`src/rtl/dcache_pkg.sv`:
```
// Shared types and helpers for the direct-mapped write-back data cache.
// Widths here are the default geometry (10-bit word address, 32-bit words,
// 32 lines). The controller itself is parametrised and derives its own widths.
package dcache_pkg;

    localparam int BLOCK_SIZE_DEF = 10;
    localparam int DATA_SIZE_DEF  = 32;
    localparam int INDEX_SIZE_DEF = 5;
    localparam int TAG_SIZE_DEF   = BLOCK_SIZE_DEF - INDEX_SIZE_DEF;

    // Controller sequencing: every request passes through LOOKUP; misses
    // optionally write the victim back before filling, then respond.
    typedef enum logic [2:0] {
        IDLE,
        LOOKUP,
        WRBACK,
        FILL,
        RESPOND
    } state_e;

    typedef logic [TAG_SIZE_DEF-1:0]   tag_t;
    typedef logic [INDEX_SIZE_DEF-1:0] index_t;
    typedef logic [DATA_SIZE_DEF-1:0]  word_t;
    typedef logic [BLOCK_SIZE_DEF-1:0] addr_t;

    // Upper address bits identify which memory word a line holds.
    function automatic tag_t getTag(input addr_t addr);
        return addr[BLOCK_SIZE_DEF-1:INDEX_SIZE_DEF];
    endfunction

    // Lower address bits select the line.
    function automatic index_t getIndex(input addr_t addr);
        return addr[INDEX_SIZE_DEF-1:0];
    endfunction

endpackage

```
`src/rtl/dcache_line_store.sv`:
```
// Line storage for the direct-mapped cache: per-line valid, dirty, tag and
// one data word. Single write port, combinational read of the addressed line.
// Valid/dirty clear synchronously on rst; tag and data contents are kept.
module dcache_line_store #(
    parameter int INDEX_SIZE = 5,
    parameter int TAG_SIZE   = 5,
    parameter int DATA_SIZE  = 32
) (
    input  logic                  clk,
    input  logic                  rst,
    input  logic [INDEX_SIZE-1:0] index,
    input  logic                  wrEn,
    input  logic [TAG_SIZE-1:0]   wrTag,
    input  logic [DATA_SIZE-1:0]  wrData,
    input  logic                  wrDirty,
    output logic                  lineValid,
    output logic                  lineDirty,
    output logic [TAG_SIZE-1:0]   lineTag,
    output logic [DATA_SIZE-1:0]  lineData
);

    localparam int LINES = 1 << INDEX_SIZE;

    logic [LINES-1:0]     validBits;
    logic [LINES-1:0]     dirtyBits;
    logic [TAG_SIZE-1:0]  tagMem  [LINES];
    logic [DATA_SIZE-1:0] dataMem [LINES];

    // Status bits: cleared on reset, a write marks the line valid.
    always_ff @(posedge clk) begin
        // NOTE: state updates use non-blocking (<=) so every flop samples pre-edge values; blocking here creates simulation/synthesis order races.
        if (rst) begin
            validBits <= '0;
            dirtyBits <= '0;
        end else if (wrEn) begin
            validBits[index] <= 1'b1;
            dirtyBits[index] <= wrDirty;
        end
    end

    // Tag and data arrays: written on the single port, never reset.
    always_ff @(posedge clk) begin
        // NOTE: large arrays are deliberately left out of reset; a cleared valid bit already makes their contents unobservable, and a reset would block RAM inference.
        if (wrEn) begin
            tagMem[index]  <= wrTag;
            dataMem[index] <= wrData;
        end
    end

    assign lineValid = validBits[index];
    assign lineDirty = dirtyBits[index];
    assign lineTag   = tagMem[index];
    assign lineData  = dataMem[index];

endmodule

```
`src/rtl/dcache_wb_ctrl.sv`:
```
// Direct-mapped, write-back, write-allocate data cache controller.
// CPU load/store port in front, ready/ack memory handshake behind.
// Optional feature: define DCACHE_STATS_EN to add saturating 32-bit
// hit_cnt/miss_cnt outputs; functional behaviour is identical either way.
module dcache_wb_ctrl
    import dcache_pkg::*;
#(
    parameter int BLOCK_SIZE = 10,
    parameter int DATA_SIZE  = 32,
    parameter int INDEX_SIZE = 5
) (
    input  logic                  clk,
    input  logic                  rst,
    input  logic                  cpu_rdEn,
    input  logic                  cpu_wrEn,
    input  logic [BLOCK_SIZE-1:0] cpu_addr,
    input  logic [DATA_SIZE-1:0]  cpu_wrData,
    output logic                  cpu_ready,
    output logic                  cpu_done,
    output logic [DATA_SIZE-1:0]  cpu_rdData,
    output logic                  mem_req,
    output logic                  mem_we,
    output logic [BLOCK_SIZE-1:0] mem_addr,
    output logic [DATA_SIZE-1:0]  mem_wrData,
    input  logic [DATA_SIZE-1:0]  mem_rdData,
    input  logic                  mem_ack
`ifdef DCACHE_STATS_EN
   ,output logic [31:0]           hit_cnt,
    output logic [31:0]           miss_cnt
`endif
);

    localparam int TAG_SIZE = BLOCK_SIZE - INDEX_SIZE;

    state_e state;
    state_e stateNext;

    // Latched request; only meaningful outside IDLE.
    logic [BLOCK_SIZE-1:0] reqAddr;
    logic [DATA_SIZE-1:0]  reqData;
    logic                  reqStore;

    logic [INDEX_SIZE-1:0] reqIndex;
    logic [TAG_SIZE-1:0]   reqTag;

    logic                  lineValid;
    logic                  lineDirty;
    logic [TAG_SIZE-1:0]   lineTag;
    logic [DATA_SIZE-1:0]  lineData;

    logic                  lsWrEn;
    logic [DATA_SIZE-1:0]  lsWrData;
    logic                  lsWrDirty;

    logic                  hit;
    logic                  accept;

    assign reqIndex = reqAddr[INDEX_SIZE-1:0];
    assign reqTag   = reqAddr[BLOCK_SIZE-1:INDEX_SIZE];
    assign hit      = lineValid && (lineTag == reqTag);
    assign accept   = (state == IDLE) && (cpu_rdEn || cpu_wrEn);

    dcache_line_store #(
        .INDEX_SIZE (INDEX_SIZE),
        .TAG_SIZE   (TAG_SIZE),
        .DATA_SIZE  (DATA_SIZE)
    ) u_lineStore (
        .clk       (clk),
        .rst       (rst),
        .index     (reqIndex),
        .wrEn      (lsWrEn),
        .wrTag     (reqTag),
        .wrData    (lsWrData),
        .wrDirty   (lsWrDirty),
        .lineValid (lineValid),
        .lineDirty (lineDirty),
        .lineTag   (lineTag),
        .lineData  (lineData)
    );

    // State register; reset aborts any transaction in flight.
    always_ff @(posedge clk) begin
        if (rst) begin
            state <= IDLE;
        end else begin
            state <= stateNext;
        end
    end

    // Capture the request on acceptance; rdEn&wrEn together counts as a store.
    always_ff @(posedge clk) begin
        if (accept) begin
            reqAddr  <= cpu_addr;
            reqData  <= cpu_wrData;
            reqStore <= cpu_wrEn;
        end
    end

    // Next-state, handshake outputs and line-store write control.
    always_comb begin
        // NOTE: every output gets a default before the case so no path leaves one unassigned, which would infer a latch.
        stateNext  = state;
        cpu_ready  = 1'b0;
        cpu_done   = 1'b0;
        cpu_rdData = '0;
        mem_req    = 1'b0;
        mem_we     = 1'b0;
        mem_addr   = '0;
        mem_wrData = '0;
        lsWrEn     = 1'b0;
        lsWrData   = reqData;
        lsWrDirty  = 1'b0;

        // While rst is high every output holds its reset value.
        if (!rst) begin
            case (state)
                IDLE: begin
                    cpu_ready = 1'b1;
                    if (cpu_rdEn || cpu_wrEn) begin
                        stateNext = LOOKUP;
                    end
                end
                LOOKUP: begin
                    if (hit) begin
                        cpu_done  = 1'b1;
                        stateNext = IDLE;
                        if (reqStore) begin
                            lsWrEn    = 1'b1;
                            lsWrDirty = 1'b1;
                        end else begin
                            cpu_rdData = lineData;
                        end
                    end else if (lineValid && lineDirty) begin
                        stateNext = WRBACK;
                    end else begin
                        stateNext = FILL;
                    end
                end
                WRBACK: begin
                    // Victim line is untouched until the fill, so these stay stable.
                    mem_req    = 1'b1;
                    mem_we     = 1'b1;
                    mem_addr   = {lineTag, reqIndex};
                    mem_wrData = lineData;
                    if (mem_ack) begin
                        stateNext = FILL;
                    end
                end
                FILL: begin
                    mem_req  = 1'b1;
                    mem_addr = reqAddr;
                    if (mem_ack) begin
                        // A store miss merges its word into the fill in one write.
                        lsWrEn    = 1'b1;
                        lsWrData  = reqStore ? reqData : mem_rdData;
                        lsWrDirty = reqStore;
                        stateNext = RESPOND;
                    end
                end
                RESPOND: begin
                    cpu_done  = 1'b1;
                    stateNext = IDLE;
                    if (!reqStore) begin
                        cpu_rdData = lineData;
                    end
                end
                default: begin
                    stateNext = IDLE;
                end
            endcase
        end
    end

`ifdef DCACHE_STATS_EN
    // Hit/miss statistics, one count per lookup, saturating at all-ones.
    always_ff @(posedge clk) begin
        if (rst) begin
            hit_cnt  <= '0;
            miss_cnt <= '0;
        end else if (state == LOOKUP) begin
            if (hit) begin
                if (hit_cnt != '1) begin
                    hit_cnt <= hit_cnt + 32'd1;
                end
            end else begin
                if (miss_cnt != '1) begin
                    miss_cnt <= miss_cnt + 32'd1;
                end
            end
        end
    end
`endif

endmodule
```
`config.mk`:
```
export PLATFORM = sky130hd
export DESIGN_NAME = dcache_wb_ctrl
export DESIGN_NICKNAME = d
export VERILOG_FILES = /design/src/rtl/dcache_pkg.sv /design/src/rtl/dcache_line_store.sv /design/src/rtl/dcache_wb_ctrl.sv
export SDC_FILE = /design/constraint.sdc
export NUM_CORES = 1
export LEC_CHECK = 0
export ABC_AREA = 0
export BUFFER_PORTS_ARGS = -buffer_cell sky130_fd_sc_hd__buf_2
export CAP_MARGIN = 40
export CORE_MARGIN = 8
export CORE_UTILIZATION = 65
export DETAILED_ROUTE_END_ITERATION = 10
export GPL_ROUTABILITY_DRIVEN = 0
export GPL_TIMING_DRIVEN = 0
export PLACE_DENSITY_LB_ADDON = 0.05
export SYNTH_ARGS = -nofsm -noshare
export SYNTH_HDL_FRONTEND = slang
export SYNTH_HIERARCHICAL = 1
export SYNTH_SLANG_ARGS = --single-unit
```
`constraint.sdc`:
```
create_clock -name clk -period 10 [get_ports clk]
set_input_delay 0.5 -clock clk [delete_from_list [all_inputs] [get_ports clk]]
set_output_delay 0.5 -clock clk [all_outputs]
set_load 0.02 [all_outputs]
```
# Yosys cells after proc, flatten, opt, wreduce, memory -nomap -nowiden

Memories as Yosys holds them, arrays and structs flattened. A register that Yosys moved wholly into a read port is not among the register bits.
Cells that the tools add are included.

Memories: 2
Output and inout port bits: 78
Bits in writable memories: 1184
Word-level logic and storage cells: 73
Input port bits: 79
Bits in registers: 110

Order comparisons: 2
Reduce and logical (&&, ||, !) cells: 8
Eq/ne operators: 8
Muxes and demuxes: 46
Bitwise logic cells: 1

Memories:

| memory              | words | width | read ports | clocked after memory_dff | wr ports | RTL line                | RTL |
|---|---|---|---|---|---|---|---|
| u_lineStore.dataMem | 32    | 32    | 1          | 1                        | 1        | dcache_line_store.sv:27 | `logic [DATA_SIZE-1:0] dataMem [LINES];` |
| u_lineStore.tagMem  | 32    | 5     | 1          | 1                        | 1        | dcache_line_store.sv:26 | `logic [TAG_SIZE-1:0] tagMem [LINES];` |

Operator list:

| kind                 | count |
|---|---|
| $mux W32             | 9 |
| $pmux W32 S2         | 1 |
| $bwmux W32           | 1 |
| $or A32 B32 Y32      | 1 |
| $mux W1              | 20 |
| $pmux W10 S2         | 1 |
| $pmux W3 S4          | 1 |
| $bmux W1 S5          | 2 |
| $mux W10             | 1 |
| $mux W5              | 2 |
| $mux W3              | 3 |
| $eq A3 B2 Y1 const B | 2 |
| $lt A5 B6 Y1 const B | 1 |
| $pmux W1 S2          | 3 |
| $demux W1 S5         | 1 |
| $eq A5 B5 Y1         | 1 |
| $ge A5 B1 Y1 const B | 1 |
| $logic_and A1 B1 Y1  | 4 |
| $ne A2 B2 Y1 const B | 2 |
| $eq A3 B1 Y1 const B | 1 |
| $eq A3 B3 Y1 const B | 1 |
| $logic_not A3 Y1     | 1 |
| $reduce_and A3 Y1    | 1 |
| $mux W2              | 1 |
| other kinds (3)      | 3 |

# Depth between registers and ports, before layout

Depth after elaboration: 8
Gate-level depth with buffers: 17
Gate-level depth less buffers: 12

# Hierarchy

Netlist, hierarchy kept.

By module, submodules not included:

| module            | seq. area each (um2) | times used | area an instance (um2) | cells an instance |
|---|---|---|---|---|
| dcache_line_store | 36835.3              | 1          | 47579.4                | 2669 |
| dcache_wb_ctrl    | 1351.3               | 1          | 3120.5                 | 289 |

# Worst setup path after synthesis

Ideal clock, no wire load.

Path kind: register to register
From: register reqAddr[3]
To: register u_lineStore.dirtyBits[10]
Arrival: 6097 ps
Cell stages (with the launch flop): 17
Required time: 9872 ps
Slack: 3776 ps
Clock period less this slack: 6224 ps
Library setup time: 128 ps
Buffers on the path: 5
Cells stage by stage: edfxtp_1 buf_4 or4b_4 buf_6 buf_6 o22ai_1 nor4_1 nand2_1 xnor2_1 nand4_1 clkbuf_1 o21bai_1 nand3b_1 clkbuf_1 nor3_1 mux2i_1 nor2_1

Elaborated cells on any way between the ends: 14
Those cells by class: order compare (2); mux (10); reduce/logical (2)

RTL lines:

| item                            | RTL line                | RTL |
|---|---|---|
| from (decl)                     | dcache_wb_ctrl.sv:39    | `logic [BLOCK_SIZE-1:0] reqAddr;` |
| from (signal assigned)          | dcache_wb_ctrl.sv:93    | `reqAddr <= cpu_addr;` |
| $bmux W1 S5                     | dcache_line_store.sv:50 | `assign lineValid = validBits[index];` |
| $mux W1 (not written as such)   | dcache_line_store.sv:50 |  |
| $logic_and A1 B1 Y1             | dcache_wb_ctrl.sv:60    | `assign hit = lineValid && (lineTag == reqTag);` |
| $mux W1                         | dcache_wb_ctrl.sv:124   | `if (hit) begin` |
| $pmux W1 S2                     | dcache_wb_ctrl.sv:116   | `case (state)` |
| $mux W1                         | dcache_wb_ctrl.sv:115   | `if (!rst) begin` |
| net lsWrEn                      | dcache_wb_ctrl.sv:51    | `logic lsWrEn;` |
| to (signal, indexed assignment) | dcache_line_store.sv:37 | `dirtyBits[index] <= wrDirty;` |
| to (decl)                       | dcache_line_store.sv:25 | `logic [LINES-1:0] dirtyBits;` |

The timed path passes the listed nets, and every way through them passes these cells. The select of a mux whose other input is x is not followed.
A chain may end at the register's enable or synchronous reset.

# Worst setup path after layout

From: register reqAddr[0]
To: output cpu_rdData[21]

Cells in the longest elaborated chain, start to end: 6

RTL lines:

| item                          | RTL line                | RTL |
|---|---|---|
| $bmux W1 S5                   | dcache_line_store.sv:50 |  |
| $mux W1 (not written as such) | dcache_line_store.sv:50 |  |
| $logic_and A1 B1 Y1           | dcache_wb_ctrl.sv:60    |  |
| $mux W32                      | dcache_wb_ctrl.sv:124   |  |
| $pmux W32 S2                  | dcache_wb_ctrl.sv:116   |  |
| $mux W32                      | dcache_wb_ctrl.sv:115   |  |
| to (decl)                     | dcache_wb_ctrl.sv:20    | `output logic [DATA_SIZE-1:0] cpu_rdData,` |

No other way between the ends. The select of a mux whose other input is x is not followed.

==> qor_table.md <==
| Step | Item | Reported |
|:---|:---|:---|
| power and ir drop | Static Leak | 21.2 nW |
| timing | Setup tns final | 0 ns |
| floorplan | Area of the core | 77300 sq um |
| global route | Remaining Overflow, GRT | 0 |
| critical path | Endpoint arrival time on the critical path | 6.77 ns |
| yosys | Count of cell types in the netlist | 48 |
| global route | Maximum number of pins on one net before global-route repair | 35 |
| yosys | Count of flip-flops with a built-in enable after synthesis | 1227 |
| clock tree | Maximum root-to-sink buffer count | 3 |
| routing | Residual DRC count | 0 |
| critical path | Count of cells along the worst register-to-register path | 18 |
| critical path | Cell mode on critical path | buf_2 |
| timing | Count of endpoints failing setup in the final report | 0 |
| yosys | Main synth FF type | edfxtp_1 |
| global route | First-pass GRT wire length | 209000 microns |
| timing | Normalized max-slew margin | 0.323 |
| timing | Part of the cycle the worst path needs | 0.727 |
| power and ir drop | Int Power | 9.87 mW |
| global route | Total GRT Usage | 0.337 |
| routing | Total via count in the routed design | 31238 |
| power and ir drop | Net switching power | 4.00 mW |
| clock tree | Hold-fix buffers at CTS | 42 |
| yosys | Yosys Warn Count | 6 |
| routing | Drt first pass iters | 8 |
| yosys | Nets in the synthesized netlist | 3037 |
| timing | Final hold violation count | 0 |
| power and ir drop | Worst IR Drop VDD | 179 uV |
| timing | Final-report max-slew violation count | 0 |
| routing | Number of DRC violations after detailed-routing iteration 0 | 4670 |
| final layout | Number of fillers in the final layout | 4365 |
| clock tree | Worst-skew pair later-pin latency | 0.71 ns |
| hold path | Hold Crit Endpoint | state[2]$_SDFFE_PP0P_ |
| timing | Pin slew with the least headroom to its limit | 1.02 ns |
| clock tree | CTS-repair resized insts | 0 |
| critical path | Largest stage delay on the critical path | 0.78 ns |
| timing | Final critical-path setup slack | 2.73 ns |
| global route | Vias in the first global route | 30537 |
| power and ir drop | Pwr/cell area | 233 nW/um^2 |
| floorplan | Horizontal die dimension | 295 microns |
| final layout | Area overhead of the layout relative to synthesis | 17.3% |
| critical path | Beginning of the worst register-to-register path | reqAddr[0]$_DFFE_PP_ |
| critical path | Slowest cell on the critical path | o31ai_1 |
| power and ir drop | Portion of total power attributed to the clock network | 0.337 |
| yosys | Post-Syn Area | 50700 sq um |
| global route | Number of antenna violations at the first check in global routing | 9 |
| critical path | Critical R2R Capture | u_lineStore/dataMem[4][9]$_DFFE_PP_ |
| yosys | Flop and latch count out of synthesis | 1294 |
| critical path | Register-to-register setup slack | 2.76 ns |
| hold path | Path type of the worst min-delay path | primary input to register |
| clock tree | Number of levels the H-tree was split into | 4 |
| hold path | Depth of the worst hold-timing path | 2 |
| routing | WL per Instance | 32.7 microns |
| routing | Antenna-violating nets left | 0 |
| floorplan | Standard-cell rows | 102 |
| place | Buffers added on ports | 155 |
| routing | Total length of routed wires | 149000 microns |
| timing | Highest clock frequency the design can meet | 0.138 GHz |
| final layout | Area of all sequential standard cells | 38200 sq um |
| clock tree | Clock-pin transition on the worst setup and hold timing paths | 0.06 ns |
| clock tree | Number of buffers created by CTS | 131 |
| status | Outcome | complete, no violations |
| power and ir drop | Flop pwr share | 0.465 |
| yosys | Fraction of registers with async set or reset after synthesis | 0 |
| run | Max-cap viol count | 0 |
| timing | Hold_ws | 0.0923 ns |
| place | Placement Setup Slack | 3.34 ns |
| hold path | Start point of the worst hold path | rst |
| critical path | Critical Path Source Type | register |
| clock tree | Post-CTS setup buffer count | 0 |
| critical path | WP data required | 9.50 ns |
| floorplan | Overall die area | 87200 sq um |
| timing | Minimum clock period after layout | 7.27 ns |
| clock tree | TritonCTS clock tree | built |
| power and ir drop | Switch share | 0.288 |
| yosys | Cells after Synth | 2958 |
| critical path | Critical path capture point type | output port |
| yosys | Portion of the post-synthesis area used by sequential elements | 0.753 |
| final layout | Final #Nets | 3486 |
| clock tree | Total number of clock tree sinks | 1294 |
| critical path | Crit-path cells | buf_2 > buf_2 > buf_2 > buf_2 > mux2i_1 > o22ai_1 > nor4_1 > nand2_1 > xnor2_1 > nand2_1 > clkbuf_1 > o31ai_1 > buf_2 |
| final layout | Multi-input gate area | 11700 sq um |
| final layout | Layout Utilization | 0.769 |
| final layout | Share of post-route cells with drive strength above 1 | 0.187 |
| routing | Post-detailed-route via-to-cell ratio | 6.85 |
| place | Half-perimeter wire length after detailed placement | 98100 microns |
| yosys | Post-synthesis average cell area | 17.1 sq um |
| critical path | Critical path class | register to output port |
| floorplan | DIE HEIGHT | 295 microns |
| power and ir drop | Combinational fraction of design power | 0.198 |
| floorplan | Initial core utilization | 0.656 |
| timing | Final Skew | 0.0272 ns |
| timing | Setup repair after global routing missed its margin | false |
| clock tree | Cell at the root of the clock tree | clkbuf_16 |
| critical path | Largest fanout of any net on the critical path | 10 |
| floorplan | Total I/O pin count | 157 |
cell usage in the layout, fill, tap and decap left out, types with 6 or more instances in the layout:
master and n:
o21ai_0 16, buf_4 36, buf_6 41, o31ai_1 33, buf_16 32, buf_2 252, buf_1 7, nor2_4 17
clkbuf_1 88, nand3_1 66, mux2i_1 643, nor4_1 79, nor2_1 73, nand2_1 62, buf_12 18, buf_8 16
dlygate4sd3_1 42, clkbuf_16 136, clkinv_2 25, xnor2_1 6, edfxtp_1 1227, nor3_4 6, dfxtp_1 67, and2_1 33
inv_1 7, o22ai_1 313, clkinv_1 27, bufinv_16 6, a21oi_1 26, mux2_2 30, nand4bb_1 6
flip-flops by register name, summed over array words and instances (netlist names):
signal                 flops
u_lineStore/dirtyBits     32
u_lineStore/validBits     32
state                      3
reqStore                   1
u_lineStore/tagMem       160
reqAddr                   10
u_lineStore/dataMem     1024
reqData                   32
routing by layer:
metal  wire, microns  track usage
met1           54100        0.445
met5             152            0
met4            8180        0.170
met3           19500       0.0974
met2           67000        0.515
final cells by class:
| type | instances | area share |
|---|---|---|
| sequential | 1294 | 0.642 |
| timing repair buffer | 316 | 0.0530 |
| clock inverter | 73 | 0.00960 |
| clock buffer | 167 | 0.0595 |
| multi-input combinational | 1464 | 0.196 |
| antenna | 4 | 0.000168 |
| buffer | 188 | 0.0168 |
| tap | 1040 | 0.0219 |
| inverter | 12 | 0.000758 |
cells in the mapped netlist, drive strengths merged (5+ instances only):
cell type	count	area share
o31ai	33	0.0049
and2	33	0.0041
nor2	92	0.0072
o22ai	313	0.039
and3	5	0.00062
edfxtp	1227	0.73
nand3	66	0.0065
mux2i	643	0.13
or4b	5	0.0013
nand4b	6	0.0013
xnor2	6	0.0010
buf	129	0.015
o21ai	16	0.0016
mux2	32	0.0071
nor4	80	0.0099
clkbuf	59	0.0044
nand2	62	0.0046
nor3	11	0.0018
inv	12	0.00089
nand4bb	6	0.0013
dfxtp	67	0.026
a21oi	26	0.0026
power by group through the flow:
| stage | sequential [mW] | clock (mW) | combinational, mW |
|---|---|---|---|
| final | 6.45 | 4.68 | 2.74 |
| after global routing | 6.46 | 4.92 | 2.83 |
| after CTS | 6.45 | 4.71 | 2.67 |
| after detailed placement | 6.56 | 0 | 2.63 |
| after global placement | 6.59 | 0 | 2.47 |
| after floorplan | 6.54 | 0 | 1.60 |
kinds of logic after synthesis:
kind of cell,Yosys count,synth area share
buffers and inverters,200,0.0206
AO/OA/AOI/OAI,394,0.0488
XOR/XNOR,6,0.00104
flip-flops,1294,0.753
AND/OR/NAND/NOR,389,0.0423
multiplexers,675,0.134
how the worst max path moves through the flow:
stage	from	to	slack (ns)	depth (start not counted)
2_1_floorplan	reqAddr[3]$_DFFE_PP_	u_lineStore/dirtyBits[10]$_SDFFE_PP0P_	3.78	16
5_1_grt	reqAddr[0]$_DFFE_PP_	u_lineStore/dataMem[4][9]$_DFFE_PP_	2.92	18
4_1_cts	reqAddr[0]$_DFFE_PP_	cpu_rdData[22]	3.15	13
3_3_place_gp	reqAddr[0]$_DFFE_PP_	u_lineStore/dirtyBits[10]$_SDFFE_PP0P_	-3.41	16
6_report	reqAddr[0]$_DFFE_PP_	cpu_rdData[21]	2.73	13
3_5_place_dp	reqAddr[0]$_DFFE_PP_	u_lineStore/dataMem[4][16]$_DFFE_PP_	3.34	18
worst max-delay path, delay by kind of cell (launching register included):
family / cells / cell delay, ns
xor+xnor: 1 / 0.65
buf+inv: 6 / 2.59
compound gates: 2 / 0.89
simple gates: 3 / 0.92
mux: 1 / 0.27
flops: 1 / 0.73
through the flow:
step                      cells  instance area [sq um]  power [mW]
after floorplan            2958                  50700        8.14
after global placement     4153                  52800        9.06
after detailed placement   4267                  54900        9.19
after CTS                  4549                  59400        13.8
after global routing       4554                  59400        14.2
final                      4558                  59500        13.9
Note: power is estimated with default switching activity, not from simulation.
